**src/rtl/engine_memory_arbiter_if.sv**
```systemverilog
// Bundle of the engine-side request/response bus and the shared instruction-memory
// port. The slave modport is the arbiter's view; the master modport is the view of
// the engine array together with the memory.
interface engine_memory_arbiter_if #(
  parameter int MEMORY_WIDTH      = 20,
  parameter int MEMORY_ADDR_WIDTH = 11,
  parameter int ENGINE_ID_BITS    = 2
);
  localparam int N = 2 ** ENGINE_ID_BITS;

  logic [N-1:0]                   req_valid;
  logic [N*MEMORY_ADDR_WIDTH-1:0] req_addr;
  logic [N-1:0]                   req_ready;
  logic [MEMORY_WIDTH-1:0]        req_data;
  logic [MEMORY_ADDR_WIDTH-1:0]   bcast_addr;
  logic                           bcast_valid;
  logic                           mem_valid;
  logic [MEMORY_ADDR_WIDTH-1:0]   mem_addr;
  logic                           mem_ready;
  logic [MEMORY_WIDTH-1:0]        mem_data;
  logic [MEMORY_ADDR_WIDTH-1:0]   mem_broadcast_addr;
  logic                           mem_broadcast_valid;
  logic                           busy;
  logic                           timeout_err;

  modport slave (
    input  req_valid, req_addr, mem_ready, mem_data, mem_broadcast_addr, mem_broadcast_valid,
    output req_ready, req_data, bcast_addr, bcast_valid, mem_valid, mem_addr, busy, timeout_err
  );

  modport master (
    output req_valid, req_addr, mem_ready, mem_data, mem_broadcast_addr, mem_broadcast_valid,
    input  req_ready, req_data, bcast_addr, bcast_valid, mem_valid, mem_addr, busy, timeout_err
  );
endinterface

```
**src/rtl/engine_memory_arbiter.sv**
```systemverilog
// Round-robin arbiter sharing one instruction-memory read port between the regex
// engines. One access in flight at a time; engines waiting on the in-flight address
// are answered together with the owner. The memory broadcast is forwarded with one
// cycle of delay, and a sticky watchdog flags an access that never completes.
module engine_memory_arbiter #(
  parameter int MEMORY_WIDTH      = 20,
  parameter int MEMORY_ADDR_WIDTH = 11,
  parameter int ENGINE_ID_BITS    = 2,
  parameter int TIMEOUT_WIDTH     = 8
) (
  input logic                    clk,
  input logic                    rst,
  engine_memory_arbiter_if.slave bus
);
  localparam int N  = 2 ** ENGINE_ID_BITS;
  localparam int AW = MEMORY_ADDR_WIDTH;
  localparam logic [TIMEOUT_WIDTH-1:0] WD_MAX = '1;

  typedef enum logic [1:0] {IDLE, WAIT, RESP} state_t;

  state_t                    state;
  logic [ENGINE_ID_BITS-1:0] rr_ptr;
  logic [ENGINE_ID_BITS-1:0] owner;
  logic [TIMEOUT_WIDTH-1:0]  wd_cnt;

  logic                      grant_found;
  logic [ENGINE_ID_BITS-1:0] grant_id;
  logic [ENGINE_ID_BITS-1:0] scan_idx;
  logic [N-1:0]              match_mask;

  assign bus.busy = (state != IDLE);

  // Pick the first requesting engine at or after rr_ptr, wrapping modulo N.
  always_comb begin
    grant_found = 1'b0;
    grant_id    = '0;
    scan_idx    = '0;
    for (int unsigned k = 0; k < N; k++) begin
      scan_idx = rr_ptr + k[ENGINE_ID_BITS-1:0];
      if (!grant_found && bus.req_valid[scan_idx]) begin
        grant_found = 1'b1;
        grant_id    = scan_idx;
      end
    end
  end

  // Engines to answer: the owner plus every engine waiting on the latched address.
  always_comb begin
    match_mask = '0;
    for (int unsigned j = 0; j < N; j++) begin
      match_mask[j] = bus.req_valid[j] && (bus.req_addr[j*AW +: AW] == bus.mem_addr);
    end
    match_mask[owner] = 1'b1;
  end

  // Request FSM: grant in IDLE, hold the memory request in WAIT, strobe responses in RESP.
  always_ff @(posedge clk or negedge rst) begin
    if (!rst) begin
      state         <= IDLE;
      rr_ptr        <= '0;
      owner         <= '0;
      bus.mem_valid <= 1'b0;
      bus.mem_addr  <= '0;
      bus.req_ready <= '0;
      bus.req_data  <= '0;
    end else begin
      case (state)
        IDLE: begin
          bus.req_ready <= '0;
          if (grant_found) begin
            owner         <= grant_id;
            rr_ptr        <= grant_id + ENGINE_ID_BITS'(1);
            bus.mem_addr  <= bus.req_addr[grant_id*AW +: AW];
            bus.mem_valid <= 1'b1;
            state         <= WAIT;
          end
        end
        WAIT: begin
          if (bus.mem_ready) begin
            bus.req_data  <= bus.mem_data;
            bus.req_ready <= match_mask;
            bus.mem_valid <= 1'b0;
            state         <= RESP;
          end
        end
        RESP: begin
          bus.req_ready <= '0;
          state         <= IDLE;
        end
        default: begin
          state <= IDLE;
        end
      endcase
    end
  end

  // Watchdog: count WAIT cycles, saturate, and latch the error until reset.
  always_ff @(posedge clk or negedge rst) begin
    if (!rst) begin
      wd_cnt          <= '0;
      bus.timeout_err <= 1'b0;
    end else if (state == WAIT) begin
      if (wd_cnt != WD_MAX) begin
        wd_cnt <= wd_cnt + TIMEOUT_WIDTH'(1);
      end
      if (wd_cnt == WD_MAX - TIMEOUT_WIDTH'(1)) begin
        bus.timeout_err <= 1'b1;
      end
    end else begin
      wd_cnt <= '0;
    end
  end

  // Forward the memory broadcast one cycle later, independent of the FSM.
  always_ff @(posedge clk or negedge rst) begin
    if (!rst) begin
      bus.bcast_addr  <= '0;
      bus.bcast_valid <= 1'b0;
    end else begin
      bus.bcast_addr  <= bus.mem_broadcast_addr;
      bus.bcast_valid <= bus.mem_broadcast_valid;
    end
  end
endmodule
```
**src/flat_wrapper.sv**
```systemverilog
// flat-port wrapper written by rule: the top's interface ports become plain ports
module engine_memory_arbiter_flat 
#(
  parameter int MEMORY_WIDTH      = 20,
  parameter int MEMORY_ADDR_WIDTH = 11,
  parameter int ENGINE_ID_BITS    = 2,
  parameter int TIMEOUT_WIDTH     = 8
)
  (clk, rst, bus_req_valid, bus_req_addr, bus_mem_ready, bus_mem_data, bus_mem_broadcast_addr, bus_mem_broadcast_valid, bus_req_ready, bus_req_data, bus_bcast_addr, bus_bcast_valid, bus_mem_valid, bus_mem_addr, bus_busy, bus_timeout_err);
  engine_memory_arbiter_if #(.MEMORY_WIDTH(MEMORY_WIDTH), .MEMORY_ADDR_WIDTH(MEMORY_ADDR_WIDTH), .ENGINE_ID_BITS(ENGINE_ID_BITS)) bus_i ();
  input logic clk;
  input logic rst;
  input wire logic [$bits(bus_i.req_valid)-1:0] bus_req_valid;
  input wire logic [$bits(bus_i.req_addr)-1:0] bus_req_addr;
  input wire logic [$bits(bus_i.mem_ready)-1:0] bus_mem_ready;
  input wire logic [$bits(bus_i.mem_data)-1:0] bus_mem_data;
  input wire logic [$bits(bus_i.mem_broadcast_addr)-1:0] bus_mem_broadcast_addr;
  input wire logic [$bits(bus_i.mem_broadcast_valid)-1:0] bus_mem_broadcast_valid;
  output wire logic [$bits(bus_i.req_ready)-1:0] bus_req_ready;
  output wire logic [$bits(bus_i.req_data)-1:0] bus_req_data;
  output wire logic [$bits(bus_i.bcast_addr)-1:0] bus_bcast_addr;
  output wire logic [$bits(bus_i.bcast_valid)-1:0] bus_bcast_valid;
  output wire logic [$bits(bus_i.mem_valid)-1:0] bus_mem_valid;
  output wire logic [$bits(bus_i.mem_addr)-1:0] bus_mem_addr;
  output wire logic [$bits(bus_i.busy)-1:0] bus_busy;
  output wire logic [$bits(bus_i.timeout_err)-1:0] bus_timeout_err;
  assign bus_i.req_valid = bus_req_valid;
  assign bus_i.req_addr = bus_req_addr;
  assign bus_i.mem_ready = bus_mem_ready;
  assign bus_i.mem_data = bus_mem_data;
  assign bus_i.mem_broadcast_addr = bus_mem_broadcast_addr;
  assign bus_i.mem_broadcast_valid = bus_mem_broadcast_valid;
  assign bus_req_ready = bus_i.req_ready;
  assign bus_req_data = bus_i.req_data;
  assign bus_bcast_addr = bus_i.bcast_addr;
  assign bus_bcast_valid = bus_i.bcast_valid;
  assign bus_mem_valid = bus_i.mem_valid;
  assign bus_mem_addr = bus_i.mem_addr;
  assign bus_busy = bus_i.busy;
  assign bus_timeout_err = bus_i.timeout_err;
  engine_memory_arbiter #(.MEMORY_WIDTH(MEMORY_WIDTH), .MEMORY_ADDR_WIDTH(MEMORY_ADDR_WIDTH), .ENGINE_ID_BITS(ENGINE_ID_BITS), .TIMEOUT_WIDTH(TIMEOUT_WIDTH)) u_core (.clk(clk), .rst(rst), .bus(bus_i));
endmodule
```
**config.mk**
```make
export PLATFORM = sky130hd
export DESIGN_NAME = engine_memory_arbiter_flat
export DESIGN_NICKNAME = d
export VERILOG_FILES = /design/src/rtl/engine_memory_arbiter_if.sv /design/src/rtl/engine_memory_arbiter.sv /design/src/flat_wrapper.sv
export SDC_FILE = /design/constraint.sdc
export NUM_CORES = 1
export LEC_CHECK = 0
export ABC_AREA = 1
export BUFFER_PORTS_ARGS = -buffer_cell sky130_fd_sc_hd__buf_2
export CAP_MARGIN = 10
export CELL_PAD_IN_SITES_DETAIL_PLACEMENT = 0
export CELL_PAD_IN_SITES_GLOBAL_PLACEMENT = 1
export CORE_MARGIN = 1.5
export CORE_UTILIZATION = 31
export DETAILED_ROUTE_END_ITERATION = 10
export GPL_TIMING_DRIVEN = 0
export PLACE_DENSITY = 0.87
export SYNTH_ARGS = -nofsm -noshare
export SYNTH_HDL_FRONTEND = slang
export SYNTH_SLANG_ARGS = --single-unit
```
**constraint.sdc**
```tcl
create_clock -name clk -period 1.7 [get_ports clk]
set_input_delay 0.085 -clock clk [delete_from_list [all_inputs] [get_ports clk]]
set_output_delay 0.085 -clock clk [all_outputs]
set_load 0.02 [all_outputs]
```
==> results.md <==
- Final Skew: 0.009926 ns
- Tmin final: 1.922 ns
- Worst-path maximum fanout: 5
- Clk sinks: between 60 and 70
- Slowest cell on the critical path: dfrtp_1
- Critical path buffers and inverters: 2
- Critical Path End Type: flop
- Placed Area: 0.004449 mm²
- Area grow syn2layout: 53.17%
- First-pass GRT wire length: around 20 mm
- Worst-margin pin slew: 0.8299 ns
- ANT nets after route: 0
- Post-detail-place hpwl: approximately 8.7 mm
- Gr usage total: 20.38%
- Final hold violation count: 0
- Total number of vias: between 3,000 and 4,000
- Clk pin slew, worst setup/hold paths: 0.06 ns
- I/O pins: approximately 130
- Failing checks: setup timing
- Total detailed-routing wirelength: roughly 13 mm
- Fin. max-slew vios: 0
- Maxcap violations: 0
- Final Setup Violations: 17
- Register area share after synthesis: between 40% and 50%
- Worst path most repeated cell: nand2_1
- Clock Latency Late Sink: around 0.33 ns
- Non-Filler Instances: 835
- Setup ws final: -0.2218 ns
- Yosys warns: 0
- CTS tree: built
- Relative slew slack: about 45%
- First-pass iteration count of the detailed router: 5
- Crit-path max cell delay: roughly 0.39 ns
- Commonest cells after routing, fill and taps aside: 189 x nand2_1, 134 x buf_2, 62 x dfrtp_1
- Worst setup SP type: flop
- Final Cell Area: about 0.0055 mm²
- Peak supply drop: between 0.0009 and 0.001 V
- CP top delay family: simple AND/OR/NAND/NOR gates
- Routed len/inst: between 15 and 20 µm
- Die Ht: around 110 µm
- PD cells: roughly 2100 mW/mm²
- Initial drt markers: around 270
- Vias in the first global route: ~4,000
- Most common cell after layout, fill and taps aside: nand2_1
- FILL cells: between 1,000 and 1,500
- RSZ-0062 raised after global routing: yes
- Outcome: complete, but fails checks
- Hold path cells: 5
- Initial Util: a little under a third
- Worst hold path class: in2reg
- Mapped cell area: between 0.003 and 0.004 mm²
- Die Area: 0.01229 mm²
- Total power: 11.61 mW
- Via density: between 4 and 5
- Leak pwr: 2.959 nW
- Initial antenna violation count: 3
- Worst Reg-to-Reg Cells: 13
- Input/output buffers: around 130
- Levels on crit path: 13
- FP Rows: 39
- FF+latch count, synth: 63
- TritonCTS buffer count: 9
- Largest net degree at the start of global routing: 64
- Tcrit/Tclk final: 113.0%
- Die width: ~110 µm
- Final Core Density: ~49%
- CP required: 1.92 ns
- Synth Instances: just under 500
- Highest Clock Rate: around 0.52 GHz
- Placed insts: around 770
- Crit-path cells: buf_2, nand2_1, nand2_1, nand2_1, nand2_1, nand2_2, nand2_1, nand2_2, nand3_4, clkbuf_16, nor2_1, nand3b_1, nand3_1
- DR DRC count: 0
- Nets: around 770
- H-tree levels: 3
- Grt total ovfl: 0
- Synth Net Count: 578
- Root Buffer: clkbuf_16
- Layout cells sized above 1: 31.11%
- CP arrival: between 2 and 2.5 ns
- Floorplan core area: 0.01137 mm²
- Kind of critical path: reg2reg
- Clk buf depth: 2
- Post-Syn Area per Cell: around 7.3 µm²
- Pre-CTS WS: -0.2541 ns
- Post-synth cell types: 39
- Global placement routability congestion: 0.8489
-- worst paths after layout --
path / from / endpoint / slack, ns
max: u_core.rr_ptr[0]$_DFFE_PN0P_ / u_core.bus.mem_addr[7]$_DFFE_PN0P_ / -0.22
min: bus_req_addr[1] / u_core.bus.mem_addr[1]$_DFFE_PN0P_ / 0.09
max reg2reg: u_core.rr_ptr[0]$_DFFE_PN0P_ / u_core.bus.mem_addr[7]$_DFFE_PN0P_ / -0.22
min reg2reg: u_core.bus.mem_valid$_DFFE_PN0P_ / u_core.bus.mem_valid$_DFFE_PN0P_ / 0.47
max in group asynchronous: rst / u_core.rr_ptr[1]$_DFFE_PN0P_ / 0.71
min in group asynchronous: rst / u_core.bus.bcast_addr[3]$_DFF_PN0_ / 0.40
-- cell type report --
class | instances | area [µm²] | area share, %
multi-input combinational | 354 | 1809 | 32.74
antenna | 1 | 2.502 | 0.04529
clock buffer | 10 | 239.0 | 4.325
timing repair buffer | 184 | 1244 | 22.51
buffer | 13 | 120.1 | 2.174
clock inverter | 5 | 106.4 | 1.925
sequential | 63 | 1578 | 28.56
inverter | 62 | 247.7 | 4.484
tap | 143 | 178.9 | 3.238
-- cells in the mapped netlist (all sizes together) --
library cell | instances | share of area [%]
a211oi | 2 | 0.42
a21oi | 6 | 0.94
a22o | 1 | 0.24
a31oi | 1 | 0.17
a41oi | 1 | 0.24
buf | 8 | 2.0
clkbuf | 7 | 0.73
dfrtp | 63 | 44
ha | 2 | 0.69
inv | 62 | 6.6
nand2 | 203 | 22
nand3 | 32 | 5.3
nand3b | 1 | 0.21
nand4 | 6 | 1.0
nor2 | 20 | 2.6
nor3 | 10 | 1.4
nor4 | 2 | 0.35
o2111ai | 5 | 1.2
o211ai | 1 | 0.21
o21a | 1 | 0.21
o21ai | 34 | 4.7
o21bai | 1 | 0.21
o221ai | 1 | 0.24
o22ai | 7 | 1.2
o31ai | 1 | 0.21
or2 | 1 | 0.17
xnor2 | 1 | 0.24
xor2 | 13 | 3.2
-- sequential cells by signal, summed over array words and instances, names as in the netlist, 2 cells and up --
register,count
u_core.bus.req_data,20
u_core.bus.bcast_addr,11
u_core.bus.mem_addr,11
u_core.wd_cnt,8
u_core.bus.req_ready,4
u_core.owner,2
u_core.rr_ptr,2
u_core.state,2
-- per-stage QoR --
step / hold slack (ns) / TNS, ns
detailed placement: 0.1943 / -3.629
finish: 0.08837 / -3.011
global placement: 0.1934 / -3.036
CTS: 0.07798 / -1.262
global route: 0.1334 / -4.775
floorplan: -0.2106 / 0
-- repair_timing --
action                                  in CTS  in global routing
endpoints found under the setup margin      37                 41
cloned                                       0                  7
gates resized for setup                     13                 36
buffers inserted                             7                  5
hold buffers                                34                  0
pin swaps                                    4                  8
hold endpoints to repair                    96                  0
-- cells by family after synthesis --
group                    synth area share (%)
AO/OA/AOI/OAI                           10.23
XOR/XNOR                                3.399
AND/OR/NAND/NOR                         32.67
adder cells (fa/ha/maj)                0.6936
flip-flops                              43.70
buffers and inverters                   9.296
-- report_power, final --
group,total (mW),switching [mW],internal (mW)
Clock,2.16,0.691,1.47
Sequential,2.44,0.423,2.02
Combinational,7.01,4.11,2.90
Total,11.6,5.23,6.38
-- tightest hold or removal path: stages --
cell	delay, ns
buf_2	0.09
nand2_1	0.04
o21ai_0	0.06
nand2_1	0.05
nand3_1	0.05
-- layer usage --
metal  part of all wire, %  routed length, µm  global-route usage [%]
met1                    44               5571                   26.25
met2                    47               6058                   33.74
met3                   6.9                885                   5.358
met4                   1.9                244                   5.897
met5                 0.094                 12                       0
Note: power is estimated with default switching activity, not from simulation.
